**config.mk**
```make
export PLATFORM = sky130hd
export DESIGN_NAME = dot_product_seq
export DESIGN_NICKNAME = d
export VERILOG_FILES = /design/src/rtl/dot_product_seq.sv
export SDC_FILE = /design/constraint.sdc
export NUM_CORES = 1
export LEC_CHECK = 0
export BUFFER_PORTS_ARGS = -buffer_cell sky130_fd_sc_hd__clkbuf_2
export CAP_MARGIN = 25
export CORE_MARGIN = 2
export CORE_UTILIZATION = 46
export CTS_CLUSTER_DIAMETER = 200
export DETAILED_ROUTE_END_ITERATION = 10
export PLACE_DENSITY = 0.77
export SLEW_MARGIN = 0
export SYNTH_ARGS = -nofsm -noshare
export SYNTH_HDL_FRONTEND = slang
export SYNTH_SLANG_ARGS = --single-unit
```
**constraint.sdc**
```tcl
create_clock -name clk -period 1.4 [get_ports clk]
set_input_delay 0.28 -clock clk [delete_from_list [all_inputs] [get_ports clk]]
set_output_delay 0.28 -clock clk [all_outputs]
set_load 0.01 [all_outputs]
```
**src/rtl/dot_product_seq.sv**
```systemverilog
// Sequencer for the complex 4-lane dot-product datapath and its result RAM.
// It counts one frame of input samples into the RAM, then streams the results out over a valid/ready handshake.
module dot_product_seq #(
  parameter int ADDR_WIDTH = 3,
  parameter int DEPTH      = 8,   // results per frame, at most 2**ADDR_WIDTH
  parameter int DP_LAT     = 1    // datapath latency, sample to RAM din (0..4)
) (
  input  logic                  clk,
  input  logic                  rst,
  input  logic                  start,
  input  logic                  in_valid,
  output logic                  in_ready,
  output logic                  we,
  output logic [ADDR_WIDTH-1:0] w_addr,
  output logic [ADDR_WIDTH-1:0] r_addr,
  output logic                  out_valid,
  input  logic                  out_ready,
  output logic [ADDR_WIDTH-1:0] out_idx,
  output logic                  busy,
  output logic                  done
);

  // One extra counter bit lets a count reach DEPTH == 2**ADDR_WIDTH without wrapping.
  localparam int CW = ADDR_WIDTH + 1;
  localparam logic [CW-1:0]         DEPTH_C  = CW'(DEPTH);
  localparam logic [CW-1:0]         LAST_CNT = CW'(DEPTH - 1);
  localparam logic [ADDR_WIDTH-1:0] LAST_IDX = ADDR_WIDTH'(DEPTH - 1);

  typedef enum logic [2:0] {IDLE, FILL, DRAIN, READ, DONE} stateT;

  stateT                 state, stateNext;
  logic [CW-1:0]         accCnt, wrCnt;
  logic [ADDR_WIDTH-1:0] outIdx;
  logic                  outValid;
  logic                  accept, fire;

  assign in_ready  = (state == FILL) && (accCnt < DEPTH_C);
  assign accept    = in_valid & in_ready;
  assign fire      = outValid & out_ready;
  assign w_addr    = wrCnt[ADDR_WIDTH-1:0];
  assign r_addr    = fire ? outIdx + 1'b1 : outIdx;
  assign out_valid = outValid;
  assign out_idx   = outIdx;
  assign busy      = (state != IDLE);
  assign done      = (state == DONE);

  // NOTE: every signal written in a combinational block gets a default first, otherwise an untaken path infers a latch.
  always_comb begin
    stateNext = state;
    case (state)
      IDLE:    if (start) stateNext = FILL;
      FILL:    if (accept && accCnt == LAST_CNT) stateNext = DRAIN;
      DRAIN:   if (wrCnt == DEPTH_C) stateNext = READ;
      READ:    if (fire && outIdx == LAST_IDX) stateNext = DONE;
      DONE:    stateNext = IDLE;
      default: stateNext = IDLE;
    endcase
  end

  // NOTE: clocked state uses non-blocking assignments so every register samples pre-edge values.
  always_ff @(posedge clk or posedge rst) begin
    if (rst) begin
      state    <= IDLE;
      accCnt   <= '0;
      wrCnt    <= '0;
      outIdx   <= '0;
      outValid <= 1'b0;
    end else begin
      state <= stateNext;
      if (state == IDLE && start) begin
        accCnt <= '0;
        wrCnt  <= '0;
      end else begin
        if (accept) accCnt <= accCnt + 1'b1;
        if (we)     wrCnt  <= wrCnt + 1'b1;
      end
      // The first READ cycle only issues address 0; valid follows the RAM's one-cycle read.
      if (state == READ) outValid <= !(fire && outIdx == LAST_IDX);
      else               outValid <= 1'b0;
      if (fire) outIdx <= (outIdx == LAST_IDX) ? '0 : outIdx + 1'b1;
    end
  end

  // Write strobe follows each accept by exactly the datapath latency.
  if (DP_LAT == 0) begin : gNoLat
    assign we = accept;
  end else begin : gLat
    logic [DP_LAT-1:0] dly;
    // NOTE: the delay line is reset on purpose, so an in-flight accept cannot write after reset releases.
    always_ff @(posedge clk or posedge rst) begin
      if (rst) dly <= '0;
      else     dly <= (dly << 1) | DP_LAT'(accept);
    end
    assign we = dly[DP_LAT-1];
  end

endmodule

```
==> flow_summary.json <==
{
  "die_h_um": 47.10,
  "pin_count": 19,
  "rsz0062_at_grt": "yes",
  "async_reset_ff_frac": 1.000,
  "final_clock_period_utilization_by_the_worst_path": 1.261,
  "drcViolationCount": 0,
  "synthesis.yosys.warnings": 0,
  "gp_congestion": 0.8042,
  "timing.max_slew.rel_slack": 0.7883,
  "multi_input_logic_area_um2": 457.9,
  "power_switching_mw": 0.9561,
  "synth_seq_area_share": 0.4685,
  "cts-root-to-sink-buffers": 2,
  "timing.critical_path.slowest_stage_cell": "dfrtp_2",
  "critical_path.max_stage_delay_ps": 440,
  "r2r_cells": 4,
  "path_common_cell": "ha_4",
  "hold_viol": 0,
  "wl_per_cell_um": 13.03,
  "postRouteAntennaNets": 0,
  "start_kind": "register",
  "static-leakage-power_nw": 0.5848,
  "grt_max_degree": 11,
  "synth_top_cell_area_share": 0.4685,
  "cp_cell_sequence": "ha_4 > ha_4 > mux2_4 > buf_6",
  "syn_nets": 90,
  "grt_overflow": 0,
  "fin_worst_skew_ps": 11.87,
  "p_comb_frac": 0.527,
  "floorplan.die.width_um": 47.10,
  "layout.filler_cells": 154,
  "final_area_um2": 1159,
  "final_cells": 138,
  "wp_data_arrival_ps": 1480,
  "antenna_found_initial": 0,
  "power.density_nw_per_um2": 2085,
  "postSynthCellCount": 80,
  "placement.setup.worst_slack_ps": -46.80,
  "post_route_cells_drive_above_1_share": 0.4336,
  "placed_cells_incl_taps": 127,
  "portBuffers": 18,
  "timing.hold.worst_path_depth": 3,
  "dpl_cell_area_um2": 1039,
  "final_setup_violation_count": 6,
  "library_cell_with_the_highest_instance_count_after_synthesis": "dfrtp_1",
  "global_route_wire_length_before_repair_um": 2980,
  "drt-vias-per-instance": 5.080,
  "worstSetupEndpointType": "output port",
  "cts_tree": "built",
  "seqPwrFrac": 0.369,
  "die_area_um2": 2218,
  "critical_path_peak_fanout": 2,
  "yosysUniqueCellTypes": 28,
  "tns_ps": -874.3,
  "hpwl_um": 1301,
  "final_net_count": 124,
  "synth_largest_area_cell": "dfrtp_1",
  "run_status": "finished with violations",
  "number_of_enable_type_register_cells_in_the_synthesized_netlist": 0,
  "clock_power_share": 0.104,
  "synth_ff_type": "dfrtp_1",
  "critical_path_required_ps": 1120,
  "path_class": "register to output port",
  "finalCriticalPeriod_ps": 1765,
  "cts-root-buf": "clkbuf_4",
  "post_synthesis_mean_instance_area_um2": 10.68,
  "drt_pass1_iterations": 4,
  "routed_wirelength_um": 1798,
  "initial_utilization": 0.4896,
  "power.share.switching": 0.3958,
  "synth.cell_area_um2": 854.6,
  "cts_sinks": 16,
  "area_delta_synth_final_pct": 35.58,
  "violations": "setup timing",
  "insertedDiodeCount": 0,
  "timing.final.ws_setup_ps": -364.8,
  "clk-insertion-delay-late_ps": 290,
  "seqCellArea_um2": 405.4,
  "placementRows": 15,
  "maximum_capacitance_violations": 0,
  "clkSlewWorstSetupHoldPaths_ps": 100,
  "via_count_of_the_first_global_routing_pass": 650,
  "worst-slew-pin-transition_ps": 316.2,
  "yosys-top-cells-count": "dfrtp_1 (16), nor2_1 (9), nand2_1 (6)",
  "core_box_area_um2": 1745,
  "timing.hold.worst.class": "input port to register",
  "clock.fmax_ghz": 0.5666,
  "htree_num_levels": 1,
  "grt_use_total": 0.1960,
  "ys_ff_latch": 16,
  "drtIter0Drc": 13,
  "vias": 701,
  "intPower_mw": 1.459,
  "netlist_top_cells_area": "dfrtp_1 (47%), ha_1 (7.3%), nor4b_4 (5.6%)",
  "timing_max_transition_violations_final": 0,
  "ir_worst_vdd_uv": 1040,
  "cts_made_buffers": 3
}
final timing paths:
kind	endpoint	start	slack (ps)
worst max-delay path	r_addr[2]	out_idx[0]	-360
worst min-delay path	state[2]	out_ready	280
worst max register to register	accCnt[0]	state[1]	40
worst min register to register	accCnt[2]	accCnt[2]	510
max in group asynchronous	wrCnt[2]	rst	540
min in group asynchronous	out_idx[1]	rst	430
layer usage:
| metal | part of all wire | up-vias | GRT usage | routed length, µm |
|---|---|---|---|---|
| li1 | - | 340 | - | - |
| met1 | 0.48 | 351 | 0.2699 | 860 |
| met2 | 0.49 | 8 | 0.2959 | 877 |
| met3 | 0.026 | 2 | 0.03462 | 46 |
| met4 | 0.0078 | 0 | 0.1000 | 14 |
| met5 | 0 | - | 0 | 0 |
cell type report:
type	instances	area share
multi-input cells	56	0.3952
flip-flops and latches	16	0.3499
repair buffers	33	0.1922
well taps	25	0.02700
clock buffers	4	0.02268
inverters	4	0.01296
cell usage in the layout (no fill, tap or decap), types with 4 or more instances in the layout:
| master | n |
|---|---|
| dfrtp_2 | 4 |
| buf_4 | 11 |
| buf_2 | 5 |
| clkbuf_2 | 12 |
| inv_1 | 4 |
| buf_6 | 4 |
| nor2_1 | 9 |
| nand2_1 | 6 |
| dfrtp_1 | 12 |
cell families after synthesis:
logic type	Yosys count	synth area share
flops	16	0.4685
fa+ha+maj	5	0.07321
compound gates	7	0.05564
simple gates	36	0.2636
mux	4	0.04832
buf+inv	8	0.04977
xor+xnor	4	0.04100
metrics by stage:
step	hold WS (ps)	total power, mW	util
after global routing	300.5	2.619	0.6638
after detailed placement	202.9	1.980	0.5950
after floorplan	193.7	1.605	-
final	281.2	2.416	0.6638
after global placement	201.1	1.930	0.5950
after CTS	269.1	2.376	0.6538
power by group through the flow:
stage | registers, mW | clock network [mW] | logic, mW
2_1_floorplan | 0.901 | 0 | 0.704
3_3_place_gp | 0.898 | 0 | 1.03
3_5_place_dp | 0.918 | 0 | 1.06
4_1_cts | 0.891 | 0.264 | 1.22
5_1_grt | 0.924 | 0.282 | 1.41
6_report | 0.892 | 0.252 | 1.27
timing repair:
action | 4_1_cts | 5_1_grt
hold buffers | 1 | 0
buffers inserted | 6 | 0
pin swaps | 4 | 3
endpoints found under the setup margin | 6 | 13
resized for setup | 7 | 9
endpoints found under the hold margin | 6 | 0
worst max-delay path, delay by kind of cell (launching register included):
family                   cells  cell delay, ps
flip-flops                   1             440
multiplexers                 1             270
adder cells (fa/ha/maj)      2             370
buffers and inverters        1             120
state kept, by name, summed over array words and instances, names as in the netlist:
| register | flops |
|---|---|
| accCnt | 4 |
| out_idx | 3 |
| out_valid | 1 |
| state | 3 |
| we | 1 |
| wrCnt | 4 |
Power figures use the tool's default switching activity.
